[src/rtl/irq_ctrl_pkg.sv]
// Shared types and defaults for the interrupt controller.
package irq_ctrl_pkg;

  localparam int unsigned NUM_IRQ_DEF = 4;

  typedef enum logic [1:0] {
    ST_IDLE    = 2'd0,
    ST_REQ     = 2'd1,
    ST_SERVICE = 2'd2
  } irq_state_e;

endpackage

[src/rtl/irq_sync_edge.sv]
// Two-flop synchronizer for one interrupt source, plus rising-edge detect
// on the synchronized value.
module irq_sync_edge (
  input  logic clk,
  input  logic rst,
  input  logic src_i,
  output logic sync_o,
  output logic rise_c
);

  logic meta_q;
  logic sync_q;
  logic prev_q;

  always_ff @(posedge clk) begin
    if (rst) begin
      meta_q <= 1'b0;
      sync_q <= 1'b0;
      prev_q <= 1'b0;
    end else begin
      meta_q <= src_i;
      sync_q <= meta_q;
      prev_q <= sync_q;
    end
  end

  assign sync_o = sync_q;
  assign rise_c = sync_q & ~prev_q;

endmodule

[src/rtl/irq_controller.sv]
// Single-outstanding interrupt controller: per-channel edge/level pending,
// fixed lowest-index priority, request/claim/complete handshake with the core.
module irq_controller
  import irq_ctrl_pkg::*;
#(
  parameter int unsigned NUM_IRQ = NUM_IRQ_DEF,
  parameter int unsigned ID_W    = $clog2(NUM_IRQ)
) (
  input  logic               clk,
  input  logic               rst,
  input  logic [NUM_IRQ-1:0] irq_src,
  input  logic [NUM_IRQ-1:0] irq_mode,
  input  logic [NUM_IRQ-1:0] irq_mask,
  input  logic               complete,
  input  logic               claim,
  input  logic [ID_W-1:0]    complete_id,
  output logic               e_inter,
  output logic [ID_W-1:0]    irq_id,
  output logic [NUM_IRQ-1:0] pending
);

  irq_state_e         state_q, state_d;
  logic               e_inter_q, e_inter_d;
  logic [ID_W-1:0]    irq_id_q, irq_id_d;
  logic [NUM_IRQ-1:0] pend_q, pend_d;
  logic [NUM_IRQ-1:0] in_svc_q, in_svc_d;
  logic [NUM_IRQ-1:0] clr;
  logic [NUM_IRQ-1:0] sync;
  logic [NUM_IRQ-1:0] rise;
  logic [NUM_IRQ-1:0] active;
  logic [ID_W-1:0]    win_id;

  for (genvar g = 0; g < NUM_IRQ; g++) begin : g_sync
    irq_sync_edge u_sync (
      .clk    (clk),
      .rst    (rst),
      .src_i  (irq_src[g]),
      .sync_o (sync[g]),
      .rise_c (rise[g])
    );
  end

  assign active = pend_q & irq_mask;

  // Lowest enabled-and-pending index wins.
  always_comb begin
    win_id = '0;
    for (int i = NUM_IRQ - 1; i >= 0; i--) begin
      if (active[i]) win_id = ID_W'(i);
    end
  end

  always_comb begin
    state_d   = state_q;
    e_inter_d = e_inter_q;
    irq_id_d  = irq_id_q;
    in_svc_d  = in_svc_q;
    clr       = '0;
    case (state_q)
      ST_IDLE: begin
        if (|active) begin
          state_d   = ST_REQ;
          e_inter_d = 1'b1;
          irq_id_d  = win_id;
        end
      end
      ST_REQ: begin
        if (claim) begin
          state_d            = ST_SERVICE;
          e_inter_d          = 1'b0;
          clr[irq_id_q]      = 1'b1;
          in_svc_d[irq_id_q] = 1'b1;
        end else if (!active[irq_id_q]) begin
          state_d   = ST_IDLE;
          e_inter_d = 1'b0;
        end
      end
      ST_SERVICE: begin
        if (complete && (complete_id == irq_id_q)) begin
          state_d  = ST_IDLE;
          in_svc_d = '0;
        end
      end
      default: begin
        state_d   = ST_IDLE;
        e_inter_d = 1'b0;
      end
    endcase
  end

  // Edge pending: a new edge beats a same-cycle claim clear.
  // Level pending: follows the source but is suppressed while in service.
  always_comb begin
    pend_d = '0;
    for (int i = 0; i < NUM_IRQ; i++) begin
      if (irq_mode[i]) pend_d[i] = rise[i] | (pend_q[i] & ~clr[i]);
      else             pend_d[i] = sync[i] & ~in_svc_d[i];
    end
  end

  always_ff @(posedge clk) begin
    if (rst) begin
      state_q   <= ST_IDLE;
      e_inter_q <= 1'b0;
      irq_id_q  <= '0;
      pend_q    <= '0;
      in_svc_q  <= '0;
    end else begin
      state_q   <= state_d;
      e_inter_q <= e_inter_d;
      irq_id_q  <= irq_id_d;
      pend_q    <= pend_d;
      in_svc_q  <= in_svc_d;
    end
  end

  assign e_inter = e_inter_q;
  assign irq_id  = irq_id_q;
  assign pending = pend_q;

endmodule

[config.mk]
export PLATFORM = sky130hd
export DESIGN_NAME = irq_controller
export DESIGN_NICKNAME = d
export VERILOG_FILES = /design/src/rtl/irq_ctrl_pkg.sv /design/src/rtl/irq_sync_edge.sv /design/src/rtl/irq_controller.sv
export SDC_FILE = /design/constraint.sdc
export NUM_CORES = 1
export LEC_CHECK = 0
export ABC_AREA = 1
export CAP_MARGIN = 20
export CORE_ASPECT_RATIO = 1.1
export CORE_UTILIZATION = 35
export CTS_CLUSTER_DIAMETER = 120
export DETAILED_ROUTE_END_ITERATION = 8
export GPL_ROUTABILITY_DRIVEN = 0
export GPL_TIMING_DRIVEN = 0
export PLACE_DENSITY = 0.69
export SKIP_LAST_GASP = 1
export SLEW_MARGIN = 0
export SYNTH_ARGS = -nofsm -noshare
export SYNTH_HDL_FRONTEND = slang
export SYNTH_SLANG_ARGS = --single-unit
export TNS_END_PERCENT = 20
[constraint.sdc]
create_clock -name clk -period 2.77 [get_ports clk]
set_input_delay 0.4155 -clock clk [delete_from_list [all_inputs] [get_ports clk]]
set_output_delay 0.4155 -clock clk [all_outputs]
set_load 0.02 [all_outputs]
Word level (Yosys, flattened, before mapping)
Cells that the tools add are included.

Memories: 0. Memory bits (read-only): 0. Logic and storage cells: 89. Latch bits: 0. Output and inout port bits: 7. Flip-flop bits (word level): 25. Bits in writable memories: 0.

Shift-type cells: 0. Magnitude comparators: 2. Divide/modulo/power cells: 0. Add/sub/neg operators: 0. Multipliers: 0. Eq/ne operators: 6. Reduce and logical (&&, ||, !) cells: 7. Bitwise logic cells: 31. Multiplexer cells: 26.

Operator list (number): $mux 2 (8); $mux 4 (4); $not 1->1 (13); $and 1x1->1 (12); $mux 1 (9); $pmux 4 s2 (1); $pmux 2 s3 (1); $reduce_and 3->1 (2); $and 4x4->4 (1); $ne 2x2->1 const B (2); $or 1x1->1 (4); $or 4x4->4 (1); $reduce_or 4->1 (1); $lt 2x3->1 const B (1); $ne 3x3->1 const B (1); $pmux 1 s3 (1); $bmux 1 s2 (1); $demux 1 s2 (1); $eq 2x1->1 const B (1); $eq 2x2->1 (1); $eq 2x2->1 const B (1); $ge 2x1->1 const B (1); $logic_and 1x1->1 (2); $logic_not 2->1 (1); $reduce_and 2->1 (1).

Longest topological paths before layout
Gate-level depths: netlist (run 1).

Depth after elaboration: 10. Mapped depth: 10. Gate-level depth less buffers: 10.

By module
A second synthesis (run 1) with hierarchy kept.

Cell total of the unflattened synthesis: 163. Area, all modules: 1162.4 µm².

Modules (own cells, without submodules): irq_controller (times used 1, cells an instance 123, sequential area each 260.2 µm², area each 817.0 µm²); irq_sync_edge (times used 4, cells an instance 10, sequential area each 60.1 µm², area each 86.3 µm²).

Worst setup path before layout (run 1)
OpenSTA, ideal clock, no wires.

Kind: register -> register. Start point: register state_q[1]. End point: register pend_q[3], in the netlist pending[3]. Arrival: 1.148 ns. Setup time: 0.133 ns. Data required time: 2.637 ns. Cell stages (with the launch flop): 8. Period minus slack after synthesis: 1.281 ns. Setup slack: 1.489 ns. Cells stage by stage: dfxtp_1 -> inv_1 -> ha_1 -> inv_1 -> o31ai_1 -> nand2_1 -> nand2_1 -> a21oi_2.

Word-level cells in the longest chain between the ends: 6.

RTL lines: start: declaration (RTL line irq_controller.sv:22) `irq_state_e state_q, state_d;`; start signal: assignment (RTL line irq_controller.sv:109) `state_q <= state_d;`; $eq 2x1->1 (RTL line irq_controller.sv:59) `case (state_q)`; $mux 4 (RTL line irq_controller.sv:59); $not 1->1 (RTL line irq_controller.sv:96) `if (irq_mode[i]) pend_d[i] = rise[i] | (pend_q[i] & ~clr[i]);`; $and 1x1->1 (RTL line irq_controller.sv:96); $or 1x1->1 (RTL line irq_controller.sv:96); $mux 1 (*) (RTL line irq_controller.sv:96); end signal: assignment (RTL line irq_controller.sv:112) `pend_q <= pend_d;`; end: declaration (RTL line irq_controller.sv:25) `logic [NUM_IRQ-1:0] pend_q, pend_d;`.

Mark *: on every way between the ends. The rest lies on a longest branch, timed or not. A chain may end at the register's enable or synchronous reset.

Worst setup path in the final report (run 1)
Start point: register irq_id_q[0], in the netlist irq_id[0]. End point: output irq_id[0].

RTL lines: start: declaration (RTL line irq_controller.sv:24) `logic [ID_W-1:0] irq_id_q, irq_id_d;`; start signal: assignment (RTL line irq_controller.sv:111) `irq_id_q <= irq_id_d;`; end: declaration (RTL line irq_controller.sv:18) `output logic [ID_W-1:0] irq_id,`.

No word-level cell between the ends.

==> key figures, run 1 <==
Yosys
  • Mapped Avg Cell Area: 7.239 sq um
  • Top_reg_cell synth: dfxtp_1
  • EDFF count, synth: 0
  • Cell Area, Synth: 1115 sq um
  • Post-Syn Instances: roughly 150
  • Syn. warnings: 0
  • Top cell type's share of synthesized area: approximately 45%
  • Seq/Total Area, Yosys: around 45%
  • FF+latch count, synth: 25
  • Async SR Flop Fraction: 0%
  • Synth unique cells: 24
  • Synth Net Count: roughly 180
  • Most area-hungry cell type in the Yosys netlist: dfxtp_1
  • Area contributors post-synth: dfxtp_1 (45%), nand2_1 (11%), nor2_1 (9.8%)

Timing
  • Fin. Hold Viols: 0
  • Fin crit share: between 60% and 70%
  • Maximum clock frequency: about 530 MHz
  • RSZ-0062 raised after global routing: false
  • Final hold slack: approximately 410 ps
  • Final Max Slew Viols: 0
  • Slew @ Worst Pin: 518.1 ps
  • Final worst path period need: 1878 ps
  • # setup viols final: 0
  • Rel. slew slack: between 60% and 70%
  • Setup TNS: 0 ps
  • Layout Skew: approximately 2.4 ps

Hold path
  • Hold path startpoint: g_sync[1].u_sync.meta_q
  • Class of the worst hold path: reg2reg

Critical path
  • RR Startpoint: state_q[1]
  • Critical Path End Type: primary output
  • Crit path DAT: roughly 1500 ps
  • CP Launch Point: irq_id[0]
  • Slowest CP cell: clkdlybuf4s50_1
  • CP required: 2350 ps
  • WS Path Type: reg2out
  • Max FO, Critical Path: 8
  • Worst path cell trace: clkdlybuf4s50_1
  • Crit path largest cell delay: about 660 ps
  • Critical Path Start Type: register
  • CP Buf/Inv Count: 1
  • Critical path's top delay family: buffers and inverters

Placement
  • DP HPWL: between 1.5 and 2 mm
  • Port Buffers: 24

Drt
  • Initial DRT Pass Iterations: 4
  • Via density: roughly 4.6
  • Final wirelength: around 2.2 mm
  • DR vias: 1000
  • # DRC: 0
  • Initial drt markers: 18
  • Post-DR wirelength/cell: roughly 10 um
  • ANT nets after route: 0

Power and ir drop
  • Pwr Density: 539.5 nW/um^2
  • Leakage Power: around 0.00061 uW
  • Tot Pwr: between 700 and 800 uW
  • Worst IR Drop VDD: about 0.30 mV

GRT
  • Largest net degree at the start of global routing: 14
  • Initial antenna violation count: 0
  • GRT Util Overall: between 10 and 15%
  • First-pass GRT wire length: between 3 and 4 mm
  • Number of global-route vias before repair: ~970
  • Grt ovf: 0

Layout
  • Diodes inserted: 0
  • Finished Core Util: 46.72%
  • Share of layout cells above drive strength 1: slightly below 9%
  • Layout area overhead: 27.72%
  • Fill count: 306
  • Layout Nets: approximately 200

Clock network
  • Clk root buf: clkbuf_4
  • Setup repair bufs after CTS: 0
  • Clock Tree Buf Depth: 2
  • CTS tree: yes
  • CTS HTree Levels: 1
  • Clk Latency, worst-skew pair: slightly above 300 ps
  • Cts-stage hold buffer count: 0
  • Clock-pin slew on the worst setup and hold paths: ~130 ps
  • Cts repair resizes: 0
  • TritonCTS Buffers: 3
  • TritonCTS Sinks: 25

Run
  • Max-cap violations: 0

Floorplan
  • Die X: roughly 56 um
  • Row cnt: 21
  • Initial Utilization: 36.58%
  • Die area: around 3400 sq um
  • Core Box Area: 3048 sq um
  • Die H: approximately 61 um
  • IO Count: 25

Status
  • Outcome: finished clean
-- routing by layer --
metal	vias up	global-route usage, %	wire length (um)
li1	534	-	-
met3	4	2.521	95
met4	0	7.317	23
met1	440	14.53	936
met2	22	29.26	1148
met5	-	0	0
-- cell usage in the layout (no fill, tap or decap), drive strengths merged --
cell type      synthesis  final
nand2                 36     36
nor2                  29     29
inv                   28     28
dfxtp                 25     25
clkdlybuf4s50          0     24
o21ai                  6      6
nand3                  6      6
a21oi                  5      5
clkbuf                 1      5
ha                     3      3
o31ai                  2      2
nor3                   2      2
a21o                   2      2
o22ai                  2      2
nand4                  2      2
o21bai                 1      1
buf                    1      1
a211oi                 1      1
a31oi                  1      1
a221oi                 1      1
-- where the power goes --
| part | switching, uW | total [uW] | internal, uW |
|---|---|---|---|
| clock network | 101 | 157 | 56.2 |
| registers | 16.3 | 400 | 384 |
| logic | 120 | 211 | 90.6 |
| total | 238 | 768 | 530 |
-- Yosys cell counts, types with 2 or more instances --
| cell type | instances |
|---|---|
| o21ai_1 | 2 |
| dfxtp_1 | 25 |
| inv_2 | 4 |
| a21o_1 | 2 |
| o21ai_0 | 4 |
| a21oi_1 | 2 |
| inv_1 | 24 |
| o22ai_1 | 2 |
| nor3_1 | 2 |
| a21oi_2 | 3 |
| nor2_1 | 29 |
| nand4_1 | 2 |
| o31ai_1 | 2 |
| nand2_2 | 3 |
| nand2_1 | 33 |
| nand3_1 | 4 |
| nand3_2 | 2 |
| ha_1 | 3 |
-- sequential cells by signal, indices dropped and copies added, names as in the netlist --
| name | count |
|---|---|
| g_sync.u_sync.meta_q | 4 |
| g_sync.u_sync.prev_q | 4 |
| g_sync.u_sync.sync_o | 4 |
| in_svc_q | 4 |
| pending | 4 |
| irq_id | 2 |
| state_q | 2 |
| e_inter | 1 |
-- through the flow --
stage,setup slack (ps),cells,instance area (sq um)
finish,891.6,216,1424
floorplan,1489,154,1115
global route,813.0,216,1424
CTS,869.6,216,1424
detailed placement,907.8,212,1398
global placement,941.0,212,1398
-- logic make-up (layout without fill, tap and decap cells) --
logic type | after synthesis | after routing | share of synthesized area, %
and+or+nand+nor | 75 | 75 | 28.17
adders and majority gates | 3 | 3 | 3.367
buffers and inverters | 30 | 58 | 10.10
DFF | 25 | 25 | 44.89
AOI/OAI and AO/OA | 21 | 21 | 13.47
-- path summary, 6_finish.rpt --
| path | slack (ps) | to | cells after the start |
|---|---|---|---|
| min reg2reg | 410 | g_sync[1].u_sync.sync_o | 2 |
| min | 410 | g_sync[1].u_sync.sync_o | 2 |
| max reg2reg | 1230 | pending[0] | 8 |
| max | 890 | irq_id[0] | 1 |
-- worst reg2reg max path: stages, from the launching register on --
cell and delay, ps:
dfxtp_1 350, inv_1 80, ha_1 210, nand2_1 150
nor3_1 290, a21o_1 160, nand2_1 60, nand2_1 70
a21oi_2 50
-- cell type report --
class / count / area (sq um) / area share [%]
plain buffers: 2 / 7.507 / 0.5272
multi-input cells: 99 / 501.7 / 35.24
inverters: 28 / 105.1 / 7.381
clock buffers: 4 / 26.28 / 1.845
repair buffers: 24 / 240.2 / 16.87
well taps: 34 / 42.54 / 2.988
flip-flops and latches: 25 / 500.5 / 35.15
Note: power is estimated with default switching activity, not from simulation.
==> inputs of run 2 (changes only) <==
- clock period: 2.77 -> 2 ns (I/O delays scaled with it)
==> results of run 2 <==
Same layout as run 1 (identical final DEF). Status: finished clean.
Main changes from that run: setup slack after placement 907.8 ps -> 253.3 ps; setup slack after layout 891.6 ps -> 237.1 ps; register-to-register setup slack 1230 ps -> 460 ps; total power 768.1 uW -> 1064 uW; worst IR drop on VDD 0.2982 mV -> 0.4129 mV
==> inputs of run 3 (changes only) <==
--- a/config.mk
+++ b/config.mk
@@ -8,5 +8,6 @@
 export ABC_AREA = 1
+export ABC_CLOCK_PERIOD_IN_PS = 2000
 export CAP_MARGIN = 20
 export CORE_ASPECT_RATIO = 1.1
-export CORE_UTILIZATION = 35
+export CORE_UTILIZATION = 48
 export CTS_CLUSTER_DIAMETER = 120
@@ -15,3 +16,3 @@
 export GPL_TIMING_DRIVEN = 0
-export PLACE_DENSITY = 0.69
+export PLACE_DENSITY = 0.87
 export SKIP_LAST_GASP = 1
--- a/constraint.sdc
+++ b/constraint.sdc
@@ -3,2 +3,2 @@
 set_output_delay 0.3 -clock clk [all_outputs]
-set_load 0.02 [all_outputs]
+set_load 0.05 [all_outputs]
==> run 3 against run 2 <==
  * Routed wire length is 2.7% higher
  * Clock power up 2%
  * Register-to-register slack improved by 70 ps
  * Core utilization is 21 points higher
  * Worst setup slack worse by 85 ps
  * Clock skew is 0.51 ps higher
  * Sequential power barely moved
  * Clock-buffer cell count shrank 1
  * Design area down 0.35%
  * Critical path type unchanged
  * Highest routed layer unchanged
==> key figures, run 3 (same netlist as run 1, synthesis figures left out) <==
Status
  • Outcome: finished clean

Drt
  • Uppermost layer routed: met4
  • # DRC: 0
  • M1 wire length: 913 um
  • Initial DRT Pass Iterations: 4
  • Initial drt markers: 22
  • Final wirelength: between 2 and 2.5 mm
  • Post-DR wirelength/cell: around 11 um
  • ANT nets after route: 0
  • Via density: around 5
  • Met2 wire length: 1.180 mm
  • DR vias: between 1000 and 1500
  • WL met3: 140 um

Clock network
  • CTS HTree Levels: 1
  • Clock-pin slew on the worst setup and hold paths: approximately 130 ps
  • Clk Latency, worst-skew pair: 320 ps
  • Clock Tree Buf Depth: 2
  • TritonCTS Sinks: 25
  • Clk root buf: clkbuf_4
  • TritonCTS Buffers: 3
  • CTS tree: yes
  • Cts-stage hold buffer count: 0

Timing
  • Final worst path period need: ~1800 ps
  • # setup viols final: 0
  • Fin. Hold Viols: 0
  • Layout Skew: between 2 and 3 ps
  • Rel. slew slack: between 60 and 70%
  • Fin crit share: ~90%
  • Setup TNS: 0 ps
  • Final hold slack: slightly above 400 ps
  • RSZ-0062 raised after global routing: false
  • Post-route worst setup slack: about 150 ps
  • Maximum clock frequency: 541.1 MHz
  • Slew @ Worst Pin: approximately 570 ps
  • Final Max Slew Viols: 0

Critical path
  • R2r worst-path depth: 7
  • WS Path Type: reg2out
  • Critical path's top delay family: buffers and inverters
  • Worst path cell trace: clkdlybuf4s50_1
  • Max FO, Critical Path: 4
  • Cell depth of the worst setup path: 1
  • Crit path largest cell delay: around 820 ps
  • Slowest CP cell: clkdlybuf4s50_1
  • Crit path DAT: roughly 1600 ps
  • Critical Path End Type: primary output
  • CP required: around 1700 ps
  • Critical Path Start Type: register
  • CP Buf/Inv Count: 1

Floorplan
  • Core Box Area: about 2100 sq um
  • Die H: 52.55 um
  • Die X: approximately 48 um
  • Initial Utilization: between 50% and 60%
  • IO Count: 25
  • Row cnt: 17
  • Die area: 2520 sq um

GRT
  • GRT Util Overall: 21.02%
  • First-pass GRT wire length: roughly 3.6 mm
  • Grt ovf: 0
  • Largest net degree at the start of global routing: 15
  • Initial antenna violation count: 0
  • Number of global-route vias before repair: between 900 and 1000

Layout
  • Leading cell type in the layout, fill and taps excluded: nand2_1
  • Highest-count cells in the layout ignoring fill and taps: nand2_1 (33), nor2_1 (29), dfxtp_1 (25)
  • Layout area overhead: 27.27%
  • Layout Nets: approximately 200
  • Multi-input logic area: ~500 sq um
  • Diodes inserted: 0
  • Fill count: 167
  • Share of layout cells above drive strength 1: around a tenth
  • Design area: roughly 1400 sq um
  • FF/Latch Area: between 500 and 600 sq um

Power and ir drop
  • Leakage Power: 0.0006362 uW
  • Pwr Density: 776.8 nW/um^2
  • Worst IR Drop VDD: around 0.4 mV
  • Tot Pwr: 1102 uW

Hold path
  • Class of the worst hold path: reg2reg
  • Hold Path Depth: 2

Run
  • Max-cap violations: 0

Placement
  • DP HPWL: roughly 1.7 mm
  • Worst slack, placed: about 320 ps
  • Placed cell areas: 1390 sq um
  • Port Buffers: 24
[run 3: cell types whose count changed in the layout (fill, tap and decap cells not counted)]
| cell | before | now |
|---|---|---|
| clkdlybuf4s50_1 | 24 | 22 |
| clkinv_2 | 0 | 1 |
| dlymetal6s2s_1 | 0 | 1 |
| dlygate4sd2_1 | 0 | 1 |
| clkbuf_1 | 2 | 1 |
[run 3: per-stage QoR]
step / util [%] / instances
after global placement: 66.01 / 206
final: 67.38 / 210
after floorplan: - / 154
after detailed placement: 66.01 / 206
after global routing: 67.38 / 210
after CTS: 67.26 / 210
[run 3: area by class of cell]
type | count | area share (%)
repair buffers | 24 | 17.02
multi-input cells | 99 | 35.36
clock buffers | 3 | 1.587
flip-flops and latches | 25 | 35.27
inverters | 28 | 7.407
well taps | 28 | 2.469
clock inverters | 1 | 0.3527
plain buffers | 2 | 0.5291
[run 3: report_power, final]
| part | internal, uW | switching (uW) |
|---|---|---|
| logic | 124 | 201 |
| registers | 531 | 22.2 |
| clock network | 75.0 | 148 |
| total | 731 | 372 |
[run 3: final timing paths]
check | startpoint | end | slack [ps]
worst max-delay path | pending[0] | pending[0] | 150
worst min-delay path | g_sync[1].u_sync.meta_q | g_sync[1].u_sync.sync_o | 410
worst max register to register | state_q[0] | pending[3] | 530
worst min register to register | g_sync[1].u_sync.meta_q | g_sync[1].u_sync.sync_o | 410
[run 3: per-layer routing]
metal	vias up	GRT usage (%)
met5	-	0
met4	0	15.74
met3	4	4.828
met2	42	37.39
met1	472	19.53
li1	534	-
[run 3: repair_timing]
action	in CTS	in global routing
endpoints found under the setup margin	1	1
gates resized for setup	1	1
buffers inserted	0	0
endpoints found under the hold margin	0	0
